**src/rtl/mdio_master.sv**
```systemverilog
// ---------------------------------------------------------------------------
// mdio_master
//   Clause-22 MDIO management master. Takes one read/write command at a time,
//   serialises a single management frame on MDC/MDIO and returns one response.
//   MDC and MDIO are derived from the system clock by an internal divider.
//   The pad is driven through an external IOBUF:
//     mdio_o -> IOBUF.I, mdio_t -> IOBUF.T, IOBUF.O -> mdio_i.
//
// Parameters
//   CLK_DIV       clk cycles per MDC half-period (>= 2)
//   PREAMBLE_LEN  number of preamble ones before ST (0..32)
//
// Ports
//   clk, reset    system clock, synchronous active-high reset
//   cmd_*         command request (valid/ready handshake, write flag,
//                 PHY address, register address, write data)
//   rsp_*         response: one-cycle valid pulse, read data, TA error flag
//   busy          frame in progress (inverse of cmd_ready)
//   mdc           management clock, idles low
//   mdio_o/_t/_i  MDIO drive value, tristate (1 = released), pad value
// ---------------------------------------------------------------------------
module mdio_master #(
  parameter int CLK_DIV      = 20,
  parameter int PREAMBLE_LEN = 32
) (
  input  logic        clk,
  input  logic        reset,
  input  logic        cmd_valid,
  output logic        cmd_ready,
  input  logic        cmd_write,
  input  logic [4:0]  cmd_phyad,
  input  logic [4:0]  cmd_regad,
  input  logic [15:0] cmd_wdata,
  output logic        rsp_valid,
  output logic [15:0] rsp_rdata,
  output logic        rsp_err,
  output logic        busy,
  output logic        mdc,
  output logic        mdio_o,
  output logic        mdio_t,
  input  logic        mdio_i
);

  localparam int             DW       = $clog2(CLK_DIV);
  localparam logic [DW-1:0]  DIV_LAST = DW'(CLK_DIV - 1);
  localparam logic [5:0]     PRE_LAST = (PREAMBLE_LEN > 0) ? 6'(PREAMBLE_LEN - 1) : 6'd0;

  typedef enum logic [2:0] {
    S_IDLE, S_PRE, S_STOP, S_ADDR, S_TA, S_DATA, S_TAIL, S_DONE
  } state_e;

  state_e        state_q;
  logic [DW-1:0] div_q;
  logic          mdc_q;
  logic [5:0]    bit_cnt_q;    // bit index within the current state
  logic [31:0]   sh_q;         // ST..DATA bits still to be sent, MSB next
  logic          write_q;
  logic [15:0]   rx_q;
  logic          err_q;
  logic          mdio_o_q;
  logic          mdio_t_q;
  logic          cmd_ready_q;
  logic          rsp_valid_q;
  logic [15:0]   rsp_rdata_q;
  logic          rsp_err_q;

  // Frame body from ST to the end of DATA; read TA/DATA slots are never driven.
  logic [31:0] frame_d;
  assign frame_d = {2'b01, (cmd_write ? 2'b01 : 2'b10), cmd_phyad, cmd_regad,
                    2'b10, (cmd_write ? cmd_wdata : 16'h0000)};

  // End-of-bit decode: is this the last bit of the state, where do we go next,
  // and what does the following bit put on the pad.
  logic   last_bit_d;
  state_e nxt_state_d;
  state_e bit_state_d;
  logic   drv_o_d;
  logic   drv_t_d;
  logic   shift_d;

  always_comb begin
    // NOTE: every combinational output gets a default first so no path
    // through the case statements can leave it unassigned and infer a latch.
    last_bit_d  = 1'b0;
    nxt_state_d = state_q;
    drv_o_d     = 1'b1;
    drv_t_d     = 1'b1;
    shift_d     = 1'b0;

    case (state_q)
      S_PRE:  begin last_bit_d = (bit_cnt_q == PRE_LAST); nxt_state_d = S_STOP; end
      S_STOP: begin last_bit_d = (bit_cnt_q == 6'd3);     nxt_state_d = S_ADDR; end
      S_ADDR: begin last_bit_d = (bit_cnt_q == 6'd9);     nxt_state_d = S_TA;   end
      S_TA:   begin last_bit_d = (bit_cnt_q == 6'd1);     nxt_state_d = S_DATA; end
      S_DATA: begin last_bit_d = (bit_cnt_q == 6'd15);    nxt_state_d = S_TAIL; end
      S_TAIL: begin last_bit_d = 1'b1;                    nxt_state_d = S_DONE; end
      default: ;
    endcase

    bit_state_d = last_bit_d ? nxt_state_d : state_q;

    case (bit_state_d)
      S_PRE: begin
        drv_o_d = 1'b1;
        drv_t_d = 1'b0;
      end
      S_STOP, S_ADDR: begin
        drv_o_d = sh_q[31];
        drv_t_d = 1'b0;
        shift_d = 1'b1;
      end
      S_TA, S_DATA: begin
        // Reads release the bus from the first TA bit onwards.
        drv_o_d = write_q ? sh_q[31] : 1'b1;
        drv_t_d = ~write_q;
        shift_d = 1'b1;
      end
      default: ;  // idle bit and DONE: released, pulled high
    endcase
  end

  always_ff @(posedge clk) begin
    if (reset) begin
      state_q     <= S_IDLE;
      div_q       <= '0;
      mdc_q       <= 1'b0;
      bit_cnt_q   <= '0;
      sh_q        <= '0;
      write_q     <= 1'b0;
      rx_q        <= '0;
      err_q       <= 1'b0;
      mdio_o_q    <= 1'b1;
      mdio_t_q    <= 1'b1;
      cmd_ready_q <= 1'b1;
      rsp_valid_q <= 1'b0;
      rsp_rdata_q <= '0;
      rsp_err_q   <= 1'b0;
    end else begin
      // NOTE: state is updated with non-blocking assignments so every register
      // sees the pre-edge value of every other register, as the hardware does.
      rsp_valid_q <= 1'b0;

      case (state_q)
        S_IDLE: begin
          if (cmd_valid) begin
            write_q     <= cmd_write;
            cmd_ready_q <= 1'b0;
            div_q       <= '0;
            mdc_q       <= 1'b0;
            bit_cnt_q   <= '0;
            rx_q        <= '0;
            err_q       <= 1'b0;
            mdio_t_q    <= 1'b0;
            if (PREAMBLE_LEN > 0) begin
              state_q  <= S_PRE;
              mdio_o_q <= 1'b1;
              sh_q     <= frame_d;
            end else begin
              state_q  <= S_STOP;
              mdio_o_q <= frame_d[31];
              sh_q     <= {frame_d[30:0], 1'b0};
            end
          end
        end

        S_DONE: begin
          state_q     <= S_IDLE;
          cmd_ready_q <= 1'b1;
        end

        default: begin
          if (div_q == DIV_LAST) begin
            div_q <= '0;
            if (!mdc_q) begin
              // Rising MDC: sample the pad for TA bit 2 and read data.
              mdc_q <= 1'b1;
              if (!write_q && state_q == S_TA && bit_cnt_q == 6'd1) err_q <= mdio_i;
              if (!write_q && state_q == S_DATA) rx_q <= {rx_q[14:0], mdio_i};
            end else begin
              // End of bit period: falling MDC starts the next bit.
              mdc_q    <= 1'b0;
              mdio_o_q <= drv_o_d;
              mdio_t_q <= drv_t_d;
              if (shift_d) sh_q <= {sh_q[30:0], 1'b0};
              if (last_bit_d) begin
                state_q   <= nxt_state_d;
                bit_cnt_q <= '0;
                if (nxt_state_d == S_DONE) begin
                  rsp_valid_q <= 1'b1;
                  rsp_rdata_q <= write_q ? 16'h0000 : rx_q;
                  rsp_err_q   <= write_q ? 1'b0 : err_q;
                end
              end else begin
                bit_cnt_q <= bit_cnt_q + 6'd1;
              end
            end
          end else begin
            div_q <= div_q + DW'(1);
          end
        end
      endcase
    end
  end

  assign cmd_ready = cmd_ready_q;
  assign busy      = ~cmd_ready_q;
  assign rsp_valid = rsp_valid_q;
  assign rsp_rdata = rsp_rdata_q;
  assign rsp_err   = rsp_err_q;
  assign mdc       = mdc_q;
  assign mdio_o    = mdio_o_q;
  assign mdio_t    = mdio_t_q;

endmodule
```
**config.mk**
```make
export PLATFORM = sky130hd
export DESIGN_NAME = mdio_master
export DESIGN_NICKNAME = d
export VERILOG_FILES = /design/src/rtl/mdio_master.sv
export SDC_FILE = /design/constraint.sdc
export NUM_CORES = 1
export LEC_CHECK = 0
export CAP_MARGIN = 30
export CORE_ASPECT_RATIO = 0.7
export CORE_MARGIN = 5
export CORE_UTILIZATION = 40
export CTS_CLUSTER_SIZE = 25
export DETAILED_ROUTE_END_ITERATION = 16
export SETUP_SLACK_MARGIN = 0.02
export SYNTH_ARGS = -nofsm -noshare
export SYNTH_HDL_FRONTEND = slang
export SYNTH_SLANG_ARGS = --single-unit
```
**constraint.sdc**
```tcl
create_clock -name clk -period 3.47 [get_ports clk]
set_input_delay 1.041 -clock clk [delete_from_list [all_inputs] [get_ports clk]]
set_output_delay 1.041 -clock clk [all_outputs]
set_load 0.005 [all_outputs]
```
==> results of run 1 <==
## placed cells by master, fill, tap and decap left out, types with 7 or more instances in the layout
cell type / n
nand3b_1: 19
o21ai_0: 7
a311oi_1: 26
clkbuf_16: 9
inv_1: 7
clkdlybuf4s50_1: 52
nand2_1: 85
nor2_1: 47
buf_4: 10
nand3_1: 44
a21oi_1: 49
dfxtp_1: 86
## flip-flops by register name, indices dropped and copies added, names as in the netlist
name	flops
div_q	5
sh_q	32
mdc	1
mdio_t	1
err_q	1
write_q	1
state_q	3
rsp_rdata	16
mdio_o	1
bit_cnt_q	6
rsp_valid	1
rsp_err	1
rx_q	16
cmd_ready	1
## critical path: cells and delay by family, from the launching register on
| family | cells | cell delay (ps) |
|---|---|---|
| fa+ha+maj | 1 | 290 |
| xor+xnor | 1 | 140 |
| compound gates | 4 | 710 |
| buf+inv | 1 | 260 |
| flops | 1 | 380 |
| simple gates | 4 | 1360 |
## power groups by stage
stage,combinational (mW),clock [mW],sequential (mW)
4_1_cts,0.246,0.838,1.06
5_1_grt,0.273,0.874,1.07
6_report,0.244,0.813,1.06
3_5_place_dp,0.245,0,1.08
3_3_place_gp,0.240,0,1.08
2_1_floorplan,0.167,0,1.07
## metal layers
layer | vias up | track usage | share of wire
li1 | 1801 | - | -
met1 | 1634 | 0.251 | 0.54
met2 | 74 | 0.214 | 0.40
met3 | 6 | 0.0460 | 0.048
met4 | 0 | 0.0441 | 0.0063
met5 | - | 0 | 0
## worst paths after layout
check / start / to / slack, ps / cells past startpoint
worst min register to register: rsp_rdata[7]$_SDFFE_PP0P_ / rsp_rdata[7]$_SDFFE_PP0P_ / 450 / 2
worst max register to register: state_q[2]$_SDFFE_PP0P_ / sh_q[6]$_SDFFE_PP0P_ / 210 / 11
worst max-delay path: state_q[2]$_SDFFE_PP0P_ / sh_q[6]$_SDFFE_PP0P_ / 210 / 11
worst min-delay path: rsp_rdata[7]$_SDFFE_PP0P_ / rsp_rdata[7]$_SDFFE_PP0P_ / 450 / 2
## cell families after synthesis
group | Yosys count
AO/OA/AOI/OAI | 111
multiplexers | 4
AND/OR/NAND/NOR | 231
buffers and inverters | 50
adder cells (fa/ha/maj) | 5
XOR/XNOR | 5
flip-flops | 86
## through the flow
stage,area (um2),cells
2_1_floorplan,4000,492
3_3_place_gp,4540,641
3_5_place_dp,4540,641
4_1_cts,4770,652
5_1_grt,4770,652
6_report,4770,652
## area by class of cell
type                       count  area, um2  share of cell area
sequential                    86       1720               0.361
clock buffer                  11        233              0.0487
tap                          128        160              0.0335
timing repair buffer          64        621               0.130
multi-input combinational    356       2010               0.422
inverter                       7       26.3             0.00550
==> summary.txt, run 1 <==
Clock network
  • CTS root buffer: clkbuf_16
  • CTS tree: yes
  • Hold buffer count at CTS: 0
  • Sink Count: 86
  • Num CTS Buffers: 9
  • Clk_lat worst skew: 330 ps
  • # resized after CTS: 0
  • Post-CTS setup buffer count: 0
  • Clk slew on worst S/H paths: 60 ps
  • Clock Tree Buf Depth: 2
  • H-tree depth: 3

Global route
  • First-pass GRT wire length: 15.9 mm
  • Global Route Usage Sum: 0.162
  • Grt ovf: 0
  • Largest net degree at the start of global routing: 64
  • Antenna violations before repair: 0
  • Vias in the first global route: 3211

Placed design
  • GP Congestion: 0.788
  • Pre-CTS setup slack: 211 ps
  • IO buf count: 53
  • DPL Wire Length: 6.41 mm

Logic synthesis
  • Asr flop ratio synth: 0
  • Mux cell area share after synthesis: 0.0106
  • Post-synthesis register bit count: 86
  • Main synth FF type: dfxtp_1
  • Post-synthesis compound-gate area fraction: 0.186
  • Yosys warns: 0
  • Cell variety after synth: 53
  • Syn Area/Cell: 8.13 um2
  • Leading area contributor after synthesis: dfxtp_1
  • Post-synthesis sequential area ratio: 0.430
  • Synth top area cells: dfxtp_1 (43%), nand2_1 (8.0%), a21oi_1 (6.1%), a311oi_1 (5.7%), nand3_1 (5.5%)
  • Top-count cell post-synth: dfxtp_1
  • Synth top area share: 0.430
  • Area share of and/or/nand/nor cells after synthesis: 0.277
  • XOR/XNOR Fraction of Synth Area: 0.0109
  • Syn Inst Count: 492
  • Commonest cells post-synth: dfxtp_1 (86), nand2_1 (85), a21oi_1 (49), nor2_1 (47), nand3_1 (44)
  • Synth Net Count: 528
  • Largest family of logic cells by synthesized area: simple AND/OR/NAND/NOR gates
  • Number of synthesized flops with an enable pin: 0
  • Post-synthesis cell area: 4000 um2
  • Post-synthesis adder-cell area fraction: 0.0156

Floorplanning
  • Initial Util: 0.412
  • DIE HEIGHT: 93.7 um
  • Full die area: 12100 um2
  • Die width: 130 um
  • IO Pins: 54
  • Site Rows: 30
  • Core Region: 9720 um2

Worst setup path
  • Crit path max fanout: 63
  • Worst EP required: 3710 ps
  • Critical path cell sequence: or4_4, a21oi_2, o2111ai_2, or2_2, xnor2_1, ha_1, or3_1, a21oi_4, buf_12, nor2_1, a311oi_1
  • Crit Path Class: reg2reg
  • Crit path capture type: flop
  • CP max stage delay: 560 ps
  • CP Launch Type: flop
  • Slowest cell on the critical path: or4_4
  • Critical path arrival: 3490 ps

Routing
  • Routed len/inst: 14.5 um
  • Vias/cell: 5.39
  • Drt drc: 0
  • Drt pass-1 iters: 4
  • DR iter-0 viols: 271
  • Total number of vias: 3515
  • Routed Antenna Nets: 0
  • Total wire length: 9.47 mm

STA
  • Fin. max-slew vios: 0
  • Fin crit period: 3260 ps
  • Max Freq: 0.307 GHz
  • Finish-stage setup viols: 0
  • Period utilization: 0.939
  • Final worst slack: 213 ps
  • Worst slew margin: 0.476
  • Setup TNS: 0 ps
  • Clock skew: 5.19 ps
  • Hold Fails Final Rpt: 0
  • RSZ-0062 raised after global routing: no
  • Worst-margin pin slew: 785 ps
  • Hold_ws: 449 ps

Layout
  • Layout cells sized above 1: 0.0744
  • Synth-to-Final Area Change: 19.3%
  • Final Util: 0.491
  • Final nets: 560
  • Antenna diodes: 0
  • Fillers: 960

Run status
  • Status: finished clean

Flow run
  • MaxCap Viol Count: 0

Power and ir drop
  • Tot Pwr: 2.12 mW
  • Switching power share of the total: 0.244
  • PwrDens: 444 nW/um2
  • Switch Pwr: 516 uW
  • Worst VDD drop: 231 uV
  • Gate power share: 0.115
  • Sequential cell fraction of total power: 0.502
  • Clock power frac: 0.383
  • Internal power: 1.60 mW
  • Leak Pwr: 1.58 nW

Worst hold path
  • Worst min-delay path category: reg2reg
Power figures use the tool's default switching activity.
==> run 2, diff against run 1 <==
--- a/config.mk
+++ b/config.mk
@@ -8,9 +8,10 @@
 export CAP_MARGIN = 30
 export CORE_ASPECT_RATIO = 0.7
 export CORE_MARGIN = 5
-export CORE_UTILIZATION = 40
+export CORE_UTILIZATION = 30
 export CTS_CLUSTER_SIZE = 25
 export DETAILED_ROUTE_END_ITERATION = 16
+export PLACE_DENSITY_LB_ADDON = 0.1
 export SETUP_SLACK_MARGIN = 0.02
 export SYNTH_ARGS = -nofsm -noshare
 export SYNTH_HDL_FRONTEND = slang
==> run 2 against run 1 <==
Via count shrank 0.31%; flip-flop and latch count is the same; power grew 9.8%; sequential power is essentially flat; die area grew 30%; count of clock-buffer cells in the layout shrank 1.
==> summary.txt, run 2 (same netlist as run 1, synthesis figures left out) <==
Routing
  • Drt pass-1 iters: 4 (unchanged)
  • Total number of vias: 3504 (was 3515)
  • Vias/cell: 5.06 (was 5.39)
  • Routed Antenna Nets: 0 (unchanged)
  • Drt drc: 0 (unchanged)
  • Routed len/inst: 14.9 um (was 14.5 um)
  • Total wire length: 10.3 mm (was 9.47 mm)
  • DR iter-0 viols: 173 (was 271)

Layout
  • Synth-to-Final Area Change: 22.8% (was 19.3%)
  • Most frequent cells in the layout: dfxtp_1 (86), nand2_1 (85), clkdlybuf4s50_1 (52) (unchanged)
  • Fillers: 1333 (was 960)
  • Final Util: 0.375 (was 0.491)
  • Layout cells sized above 1: 0.0817 (was 0.0744)
  • Reg with most FFs: sh_q (unchanged)
  • Max reg flops: 32 (unchanged)
  • Commonest non-fill, non-tap cell in the layout: dfxtp_1 (unchanged)
  • Final nets: 561 (was 560)
  • Antenna diodes: 0 (unchanged)

Worst setup path
  • Crit path max fanout: 32 (was 63)
  • R2R cell count: 11 (unchanged)
  • Critical path arrival: 3480 ps (was 3490 ps)
  • Crit path capture type: flop (unchanged)
  • Crit Path Class: reg2reg (unchanged)
  • CP Launch Type: flop (unchanged)
  • Worst EP required: 3700 ps (was 3710 ps)

STA
  • Setup TNS: 0 ps (unchanged)
  • Fin. max-slew vios: 0 (unchanged)
  • Max Freq: 0.308 GHz (was 0.307 GHz)
  • Clock skew: 4.33 ps (was 5.19 ps)
  • Worst-margin pin slew: 749 ps (was 785 ps)
  • Period utilization: 0.936 (was 0.939)
  • Fin crit period: 3250 ps (was 3260 ps)
  • Finish-stage setup viols: 0 (unchanged)
  • Hold Fails Final Rpt: 0 (unchanged)
  • Worst slew margin: 0.500 (was 0.476)
  • RSZ-0062 raised after global routing: no (unchanged)

Global route
  • Largest net degree at the start of global routing: 70 (was 64)
  • Antenna violations before repair: 0 (unchanged)
  • Global Route Usage Sum: 0.131 (was 0.162)
  • Grt ovf: 0 (unchanged)
  • Vias in the first global route: 3303 (was 3211)
  • First-pass GRT wire length: 17.1 mm (was 15.9 mm)

Clock network
  • Num CTS Buffers: 9 (unchanged)
  • # resized after CTS: 0 (unchanged)
  • Clock Tree Buf Depth: 2 (unchanged)
  • H-tree depth: 3 (unchanged)
  • Hold buffer count at CTS: 0 (unchanged)
  • CTS root buffer: clkbuf_16 (unchanged)
  • Post-CTS setup buffer count: 0 (unchanged)
  • CTS tree: yes (unchanged)
  • Clk slew on worst S/H paths: 60 ps (about the same)
  • Clk_lat worst skew: 330 ps (about the same)
  • Sink Count: 86 (unchanged)

Floorplanning
  • IO Pins: 54 (unchanged)
  • Core Region: 13100 um2 (was 9720 um2)
  • Site Rows: 35 (was 30)
  • DIE HEIGHT: 107 um (was 93.7 um)
  • Full die area: 15800 um2 (was 12100 um2)
  • Initial Util: 0.306 (was 0.412)
  • Die width: 148 um (was 130 um)

Power and ir drop
  • PwrDens: 474 nW/um2 (was 444 nW/um2)
  • Leak Pwr: 1.63 nW (was 1.58 nW)
  • Worst VDD drop: 323 uV (was 231 uV)

Worst hold path
  • Worst min-delay path category: reg2reg (unchanged)
  • Hold Path Cell Cnt: 2 (unchanged)

Placed design
  • IO buf count: 53 (unchanged)
  • GP Congestion: 0.748 (was 0.788)
  • DPL Wire Length: 6.45 mm (was 6.41 mm)

Run status
  • Status: finished clean (unchanged)

Flow run
  • MaxCap Viol Count: 0 (unchanged)
## run 2: changes by cell type in the layout (fill, tap and decap cells not counted), sizes merged
cell,delta
bufinv,+2
## run 2: critical path, cell delays in order (launching register included)
cell	delay [ps]
dfxtp_1	390
or4_4	550
a21oi_2	150
o2111ai_2	110
or2_2	330
xnor2_1	140
ha_1	290
or3_1	400
a21oi_4	250
buf_12	220
nor2_1	60
a311oi_1	250
## run 2: final timing paths
path,start,slack (ps),end
worst max-delay path,bit_cnt_q[3]$_SDFFE_PP0P_,220,sh_q[22]$_SDFFE_PP0P_
worst min-delay path,rsp_rdata[6]$_SDFFE_PP0P_,450,rsp_rdata[6]$_SDFFE_PP0P_
worst max register to register,bit_cnt_q[3]$_SDFFE_PP0P_,220,sh_q[22]$_SDFFE_PP0P_
worst min register to register,rsp_rdata[6]$_SDFFE_PP0P_,450,rsp_rdata[6]$_SDFFE_PP0P_
## run 2: stage by stage
stage	std cells	cell area [um2]	power, mW	hold slack (ps)	worst slack, ps
detailed placement	679	4590	1.33	445	242
global route	692	4910	2.44	469	37.3
floorplan	492	4000	1.24	432	233
CTS	691	4890	2.35	454	238
global placement	679	4590	1.33	442	329
finish	692	4910	2.33	449	221
## run 2: final cells by class
type | count | area [um2] | share of cell area
multi-input cells | 356 | 2010 | 0.410
repair buffers | 65 | 646 | 0.131
inverters | 7 | 26.3 | 0.00535
clock buffers | 10 | 239 | 0.0486
clock inverters | 2 | 60.1 | 0.0122
flip-flops and latches | 86 | 1720 | 0.350
well taps | 166 | 208 | 0.0423
## run 2: where the power goes
part           switching (mW)  total (mW)  internal, mW
Sequential             0.0267        1.06          1.03
Clock                   0.372        1.01         0.634
Combinational           0.151       0.262         0.110
## run 2: metal layers
| layer | share of wire | global-route usage |
|---|---|---|
| met1 | 0.56 | 0.204 |
| met2 | 0.39 | 0.177 |
| met3 | 0.038 | 0.0338 |
| met4 | 0.010 | 0.0316 |
| met5 | 0 | 0 |
